===== config.mk =====
export PLATFORM = sky130hd
export DESIGN_NAME = ball_plotter_flat
export DESIGN_NICKNAME = d
export VERILOG_FILES = /design/src/rtl/ball_plotter_if.sv /design/src/rtl/ball_plotter.sv /design/src/flat_wrapper.sv
export SDC_FILE = /design/constraint.sdc
export NUM_CORES = 1
export LEC_CHECK = 0
export BUFFER_PORTS_ARGS = -buffer_cell sky130_fd_sc_hd__buf_4
export CAP_MARGIN = 25
export CORE_MARGIN = 5
export CORE_UTILIZATION = 57
export DETAILED_ROUTE_END_ITERATION = 10
export GPL_ROUTABILITY_DRIVEN = 1
export HOLD_SLACK_MARGIN = 0.12
export PLACE_DENSITY = 0.75
export SLEW_MARGIN = 20
export SYNTH_ARGS = -nofsm -noshare
export SYNTH_HDL_FRONTEND = slang
export SYNTH_SLANG_ARGS = --single-unit
export TNS_END_PERCENT = 20

===== constraint.sdc =====
create_clock -name clk -period 4.9 [get_ports clk]
set_clock_uncertainty 0.15 [all_clocks]
set_input_delay 0.735 -clock clk [delete_from_list [all_inputs] [get_ports clk]]
set_output_delay 0.735 -clock clk [all_outputs]
set_load 0.1 [all_outputs]

===== src/rtl/ball_plotter_if.sv =====
// ball_plotter_if: position-in / pixel-out bundle between ball_pos, ball_plotter and draw
interface ball_plotter_if;
  logic       start;
  logic [7:0] new_x;
  logic [6:0] new_y;
  logic       busy;
  logic       done;
  logic [7:0] x;
  logic [6:0] y;
  logic [2:0] color;
  logic       writeEn;
  modport master (output start, new_x, new_y, input busy, done, x, y, color, writeEn);
  modport slave (input start, new_x, new_y, output busy, done, x, y, color, writeEn);
endinterface


===== src/rtl/ball_plotter.sv =====
// ball_plotter: erases the old ball square then draws the new one, one pixel per clock (option BALL_PLOT_SKIP_SAME_EN)
module ball_plotter #(
  parameter int         BALL_SIZE  = 2,
  parameter logic [2:0] BALL_COLOR = 3'b111,
  parameter logic [2:0] BG_COLOR   = 3'b000,
  parameter int         X_MAX      = 160,
  parameter int         Y_MAX      = 120
) (
  input logic           clk,
  input logic           reset,
  ball_plotter_if.slave bus
);
  typedef enum logic [1:0] {IDLE, ERASE, DRAW, DONE} state_t;
  localparam logic [2:0] LAST = 3'(BALL_SIZE - 1);
  state_t     state, nstate;
  logic [2:0] dx, dy, ndx, ndy;
  logic [7:0] cur_x, old_x, ncur_x, bx;
  logic [6:0] cur_y, old_y, ncur_y, by;
  logic [8:0] sx;
  logic [7:0] sy;
  logic       old_valid, wrap, last, same, pix;
  // Next state, next raster position and the pixel address it implies; sums are one bit wider so off-screen wraps are caught
  always_comb begin
    wrap = dx == LAST;
    last = wrap && dy == LAST;
`ifdef BALL_PLOT_SKIP_SAME_EN
    same = old_valid && bus.new_x == old_x && bus.new_y == old_y;
`else
    same = 1'b0;
`endif
    nstate = state;
    ndx = dx;
    ndy = dy;
    ncur_x = cur_x;
    ncur_y = cur_y;
    case (state)
      IDLE: if (bus.start) begin
        ncur_x = bus.new_x;
        ncur_y = bus.new_y;
        ndx = 3'd0;
        ndy = 3'd0;
        nstate = same ? DONE : old_valid ? ERASE : DRAW;
      end
      ERASE: begin
        ndx = last ? 3'd0 : wrap ? 3'd0 : dx + 3'd1;
        ndy = last ? 3'd0 : wrap ? dy + 3'd1 : dy;
        nstate = last ? DRAW : ERASE;
      end
      DRAW: begin
        ndx = wrap ? 3'd0 : dx + 3'd1;
        ndy = wrap ? dy + 3'd1 : dy;
        nstate = last ? DONE : DRAW;
      end
      default: nstate = IDLE;
    endcase
    bx = nstate == ERASE ? old_x : ncur_x;
    by = nstate == ERASE ? old_y : ncur_y;
    sx = {1'b0, bx} + {6'd0, ndx};
    sy = {1'b0, by} + {5'd0, ndy};
    pix = nstate == ERASE || nstate == DRAW;
  end
  // FSM state, position memory and registered pixel outputs
  always_ff @(posedge clk) begin
    if (reset) begin
      state <= IDLE;
      dx <= 3'd0;
      dy <= 3'd0;
      cur_x <= 8'd0;
      cur_y <= 7'd0;
      old_x <= 8'd0;
      old_y <= 7'd0;
      old_valid <= 1'b0;
      bus.busy <= 1'b0;
      bus.done <= 1'b0;
      bus.writeEn <= 1'b0;
      bus.x <= 8'd0;
      bus.y <= 7'd0;
      bus.color <= BG_COLOR;
    end else begin
      state <= nstate;
      dx <= ndx;
      dy <= ndy;
      cur_x <= ncur_x;
      cur_y <= ncur_y;
      if (state == DONE) begin
        old_x <= cur_x;
        old_y <= cur_y;
        old_valid <= 1'b1;
      end
      bus.busy <= nstate != IDLE;
      bus.done <= nstate == DONE;
      bus.writeEn <= pix && sx < 9'(X_MAX) && sy < 8'(Y_MAX);
      if (pix) begin
        bus.x <= sx[7:0];
        bus.y <= sy[6:0];
        bus.color <= nstate == DRAW ? BALL_COLOR : BG_COLOR;
      end
    end
  end
endmodule

===== src/flat_wrapper.sv =====
// flat-port wrapper written by rule: the top's interface ports become plain ports
module ball_plotter_flat 
#(
  parameter int         BALL_SIZE  = 2,
  parameter logic [2:0] BALL_COLOR = 3'b111,
  parameter logic [2:0] BG_COLOR   = 3'b000,
  parameter int         X_MAX      = 160,
  parameter int         Y_MAX      = 120
)
  (clk, reset, bus_start, bus_new_x, bus_new_y, bus_busy, bus_done, bus_x, bus_y, bus_color, bus_writeEn);
  ball_plotter_if bus_i ();
  input logic clk;
  input logic reset;
  input wire logic [$bits(bus_i.start)-1:0] bus_start;
  input wire logic [$bits(bus_i.new_x)-1:0] bus_new_x;
  input wire logic [$bits(bus_i.new_y)-1:0] bus_new_y;
  output wire logic [$bits(bus_i.busy)-1:0] bus_busy;
  output wire logic [$bits(bus_i.done)-1:0] bus_done;
  output wire logic [$bits(bus_i.x)-1:0] bus_x;
  output wire logic [$bits(bus_i.y)-1:0] bus_y;
  output wire logic [$bits(bus_i.color)-1:0] bus_color;
  output wire logic [$bits(bus_i.writeEn)-1:0] bus_writeEn;
  assign bus_i.start = bus_start;
  assign bus_i.new_x = bus_new_x;
  assign bus_i.new_y = bus_new_y;
  assign bus_busy = bus_i.busy;
  assign bus_done = bus_i.done;
  assign bus_x = bus_i.x;
  assign bus_y = bus_i.y;
  assign bus_color = bus_i.color;
  assign bus_writeEn = bus_i.writeEn;
  ball_plotter #(.BALL_SIZE(BALL_SIZE), .BALL_COLOR(BALL_COLOR), .BG_COLOR(BG_COLOR), .X_MAX(X_MAX), .Y_MAX(Y_MAX)) u_core (.clk(clk), .reset(reset), .bus(bus_i));
endmodule

After elaboration in Yosys (flattened, before gate mapping):

Cells that the tools add are included.

* add/sub/neg operators: 4
* order comparisons: 2
* equal/unequal tests: 8
* muxes and demuxes: 20
* reduce and logical (&&, ||, !) cells: 6

Operator list (number)
* 2-to-1 mux 8 bit: 3
* 2-to-1 mux 3 bit: 7
* 2-to-1 mux 7 bit: 3
* case mux 3 bit (3 select lines): 2
* adder 8 x 3 -> 9 bit: 1
* < comparator 9 x 8 -> 1 bit, second input constant: 1
* adder 7 x 3 -> 8 bit: 1
* equality test 2 bit, second input constant: 4
* < comparator 8 x 7 -> 1 bit, second input constant: 1
* adder 3 x 1 -> 3 bit, second input constant: 2
* equality test 3 x 1 -> 1 bit, second input constant: 2
* 2-to-1 mux 2 bit: 3
* case mux 2 bit (3 select lines): 1
* equality test 2 x 1 -> 1 bit, second input constant: 2
* logical AND 1 bit: 3
* logical NOT 2 bit: 1
* nonzero test 2 bit: 1
* logical OR 1 bit: 1
* 2-to-1 mux 1 bit: 1

* flip-flop bits (word level): 60
* input port bits: 18
* output and inout port bits: 21
* word-level logic and storage cells: 54

Logic depth before layout (Yosys ltp):

* depth after elaboration: 10
* mapped depth: 20

Worst setup path before layout:

OpenSTA, ideal clock, no wires.

* kind: flip-flop to flip-flop
* start: register u_core.dx[0]
* end: register u_core.bus.writeEn
* setup time: 0.086 ns
* data arrival time: 3.667 ns
* data required time: 4.664 ns
* slack: 0.998 ns
* stages on the path, launching flop included: 18
* path buffers: 2
* clock period less this slack: 3.902 ns
* path through: dfxtp_1 > nor3b_1 > nand3b_1 > o21ai_0 > o21ai_0 > ha_1 > inv_1 > clkbuf_1 > clkbuf_1 > a21oi_1 > ha_1 > fa_1 > a21oi_1 > nor2b_1 > o211ai_1 > xnor2_1 > nor2_1 > a211oi_1

* word-level cells in the longest chain between the ends: 10
* elaborated cells on any way between the ends: 24
* classes of those cells: add/sub (3); order compare (2); eq/ne (3); mux (12); reduce/logical (4)

RTL lines
* start: declaration: line ball_plotter.sv:16 `logic [2:0] dx, dy, ndx, ndy;`
* start signal: assignment: line ball_plotter.sv:81 `dx <= ndx;`
* equality test 3 x 1 -> 1 bit: line ball_plotter.sv:24 `wrap = dx == LAST;`
* logical AND 1 bit: line ball_plotter.sv:25 `last = wrap && dy == LAST;`
* 2-to-1 mux 1 bit or 2-to-1 mux 2 bit (tied branches): line ball_plotter.sv:52, ball_plotter.sv:47
* case mux 2 bit (3 select lines): line ball_plotter.sv:36 `case (state)`
* equality test 2 x 1 -> 1 bit: line ball_plotter.sv:56, ball_plotter.sv:57, ball_plotter.sv:60
* 2-to-1 mux 8 bit: line ball_plotter.sv:56 `bx = nstate == ERASE ? old_x : ncur_x;`
* adder 8 x 3 -> 9 bit: line ball_plotter.sv:58 `sx = {1'b0, bx} + {6'd0, ndx};`
* < comparator 9 x 8 -> 1 bit: line ball_plotter.sv:92 `bus.writeEn <= pix && sx < 9'(X_MAX) && sy < 8'(Y_MAX);`
* logical AND 1 bit: line ball_plotter.sv:92
* logical AND 1 bit *: line ball_plotter.sv:92
* end signal: assignment: line ball_plotter.sv:92
* end: declaration: line ball_plotter_if.sv:13 `modport slave (input start, new_x, new_y, output busy, done, x, y, color, writeEn);`

Every way passes the cells marked *; elsewhere a longest branch is shown, timed or not.
A chain may end at the register's enable or synchronous reset.

Final worst setup path:

* start: register u_core.dx[0]
* end: register u_core.bus.writeEn

* word-level cells in the longest chain between the ends: 10
* elaborated cells on any way between the ends: 24
* classes of those cells: add/sub (3); order compare (2); eq/ne (3); mux (12); reduce/logical (4)

RTL lines
* equality test 3 x 1 -> 1 bit *: line ball_plotter.sv:24
* logical AND 1 bit *: line ball_plotter.sv:25
* 2-to-1 mux 1 bit or 2-to-1 mux 2 bit (tied branches): line ball_plotter.sv:52, ball_plotter.sv:47
* case mux 2 bit (3 select lines) *: line ball_plotter.sv:36
* named net u_core.nstate[0]: line ball_plotter.sv:15 `state_t state, nstate;`
* equality test 2 x 1 -> 1 bit: line ball_plotter.sv:56, ball_plotter.sv:57, ball_plotter.sv:60
* 2-to-1 mux 8 bit: line ball_plotter.sv:56
* adder 8 x 3 -> 9 bit: line ball_plotter.sv:58
* < comparator 9 x 8 -> 1 bit: line ball_plotter.sv:92
* logical AND 1 bit: line ball_plotter.sv:92
* logical AND 1 bit *: line ball_plotter.sv:92

Mark *: on every way through the listed nets, which the timed path passes. The rest lies on a longest branch.

==> reports/qor.yml <==
cts_max_level: 3
routed-wl-met3_um: 291
synthesis.nets: 376
drive_gt1_share_pct: 16.1
synth_edf_count: 0
die-width_um: 81.6
num_vias: 2435
clk_transition_reported_paths_ns: 0.07
cts_setup_buffers: 0
yosys.area.top_type: "dfxtp_1"
cp-start-kind: "flip-flop"
cts_made_buffers: 9
dp_hpwl_um: 4460
cp_slowest_cell: "inv_1"
ir_drop_mv: 0.246
cts_hold_repair.buffers: 0
drv_cap: 0
required_ns: 5.00
path_buf_inv: 2
die_area_um2: 6650
io_buffers: 38
r2r_start: "u_core.dx[0]$_SDFF_PP0_"
wl_met1_um: 2930
fin_crit_ns: 4.20
start_util_pct: 57.9
met2_wirelength_um: 2970
crit_path_max_fanout: 22
grt_start_max_net_pins: 59
nFillCells: 457
tightest_slew_ns: 0.813
path_cells: "nor3b_1 -> nand3b_1 -> nor2_1 -> a211o_1 -> inv_1 -> ha_1 -> inv_1 -> a21oi_1 -> ha_1 -> fa_1 -> a21oi_1 -> nor2b_1 -> o211ai_1 -> xnor2_1 -> nor2_1 -> a211oi_1"
synth_area_leaders: "dfxtp_1 40%, mux2i_1 8.9%, nor2_1 7.2%"
fmax_mhz: 238
async_flop_share_pct: 0
ctsResizeCount: 0
synth_cell_types: 46
io_pins: 39
root_buffer: "clkbuf_8"
yosys_warnings: 0
crit_family: "simple AND/OR/NAND/NOR gates"
mostFrequentLayoutCell: "dfxtp_1"
rsz0062_at_grt: "no"
drtPass1Iterations: 4
wire_per_inst_um: 14.1
drc: 0
hold_violations: 0
max_stage_delay_ns: 0.50
clock_path_buffers: 2
seq_area_frac_synth_pct: 39.8
hold-worst-slack_ns: 0.302
clockPowerShare_pct: 22.2
die_y_um: 81.6
syn_area_um2: 2920
postRouteAntennaNets: 0
worstHoldPathType: "flip-flop to flip-flop"
viasPerCell: 5.44
drt_iter0_markers: 162
grt_pass1_vias: 2265
relSlewSlack_pct: 45.8
switching_share_pct: 45.2
arrival_ns: 4.30
cp-end-kind: "flip-flop"
layout_common_cells: "58 x dfxtp_1, 56 x nor2_1, 44 x nand2_1, 41 x buf_4, 32 x a21oi_1"
slew_violations: 0
num_rows: 26
grt_pass1_wl_um: 10600
area_growth_pct: 15.2
ys.flop_type: "dfxtp_1"
antenna_found_initial: 0
p_sw_mw: 0.757
worstSetupPathType: "flip-flop to flip-flop"
setup_viol: 0
min_period_over_period_pct: 85.7
highest_layer: "met4"
p_seq_share_pct: 33.9
insertion_delay_ns: 0.33
synthCells: 344
crit_start: "u_core.dx[0]$_SDFF_PP0_"
fin_tns_setup_ns: 0
status: "complete, no violations"
diodes: 0
cts_tree: "yes"
cellPowerDensity_nw_per_um2: 498
ys_ff_latch: 58
power.share.combinational_pct: 44.0
power.leakage_nw: 1.46
grt_usage_pct: 20.9
overflow: 0
synth_area_per_cell_um2: 8.49
clock_sinks: 58
drt_wl_total_um: 6320
fin_nets: 407
gp_congestion: 0.813
core_um2: 5040
hp-start: "u_core.old_y[3]$_SDFFE_PP0N_"
p_int_mw: 0.919
synth_top_area_share_pct: 39.8
## per-layer routing
metal | track usage, % | up-vias
li1 | - | 1239
met4 | 11.0 | 0
met2 | 32.7 | 70
met1 | 27.0 | 1114
met3 | 4.50 | 12
met5 | 0 | -
## Yosys cell counts, types with 2 or more instances
master and count:
nor2b_1 12, a21oi_1 32, ha_1 12, a21o_1 6, inv_1 6, or2_2 2, nand2_1 44, xor2_1 4
xnor2_1 7, o21a_1 3, buf_4 2, o21ai_0 6, buf_6 3, a211oi_1 8, o31ai_1 2, nor4_1 2
nand3b_1 4, mux2i_1 26, and3_1 2, dfxtp_1 58, fa_1 2, or3_1 2, nand3_1 2, mux2_2 2
nand2b_1 2, nor2_1 56, clkbuf_1 13, a31oi_1 2, o211ai_1 2, nor3_1 3, buf_1 2
## metrics by stage
step | setup WS (ns) | total power, mW | util (%) | cell area, µm² | std cells
2_1_floorplan | 0.998 | 1.17 | - | 2920 | 344
3_3_place_gp | 0.988 | 1.31 | 63.6 | 3210 | 434
3_5_place_dp | 0.742 | 1.32 | 63.6 | 3210 | 434
4_1_cts | 0.708 | 1.68 | 66.7 | 3360 | 448
5_1_grt | 0.278 | 1.76 | 66.7 | 3360 | 448
6_report | 0.701 | 1.68 | 66.7 | 3360 | 448
## power groups by stage
stage,Combinational (mW),Sequential (mW),Clock [mW]
final,0.737,0.568,0.371
after global routing,0.785,0.575,0.403
after CTS,0.740,0.568,0.375
after detailed placement,0.738,0.578,0
after global placement,0.735,0.576,0
after floorplan,0.310,0.861,0
## cells by family after synthesis
family                   share of synthesized area (%)
XOR/XNOR                                          3.30
AO/OA/AOI/OAI                                     14.7
multiplexers                                      9.68
buffers and inverters                             4.54
AND/OR/NAND/NOR                                   21.1
adder cells (fa/ha/maj)                           6.86
flip-flops                                        39.8
## registers in the layout, summed over array words and instances (netlist names)
name	count
u_core.cur_y	7
u_core.bus.color	1
u_core.old_x	8
u_core.state	2
u_core.bus.done	1
u_core.bus.x	8
u_core.bus.writeEn	1
u_core.cur_x	8
u_core.bus.y	7
u_core.old_y	7
u_core.dy	3
u_core.bus.busy	1
u_core.old_valid	1
u_core.dx	3
## worst reg2reg max path: stages, from the launching register on
cell and delay [ns]:
dfxtp_1 0.41, nor3b_1 0.44, nand3b_1 0.23, nor2_1 0.14, a211o_1 0.19, inv_1 0.09
ha_1 0.22, inv_1 0.50, a21oi_1 0.18, ha_1 0.26, fa_1 0.40, a21oi_1 0.25
nor2b_1 0.10, o211ai_1 0.11, xnor2_1 0.17, nor2_1 0.06, a211oi_1 0.22
## cell type report
class                   instances  area (µm²)  area share [%]
clock buffers                  10         138            4.09
clock inverters                 4        20.0           0.595
inverters                       6        22.5           0.670
multi-input cells             259        1630            48.4
flip-flops and latches         58        1160            34.5
well taps                      70        87.6            2.60
repair buffers                 41         308            9.15
## worst paths after layout
| path | end | slack, ns | cells after the start |
|---|---|---|---|
| max | u_core.bus.writeEn$_SDFF_PP0_ | 0.70 | 16 |
| min | u_core.old_y[3]$_SDFFE_PP0N_ | 0.30 | 2 |
| max reg2reg | u_core.bus.writeEn$_SDFF_PP0_ | 0.70 | 16 |
| min reg2reg | u_core.old_y[3]$_SDFFE_PP0N_ | 0.30 | 2 |
No activity file was read; power rests on OpenSTA's default activity.
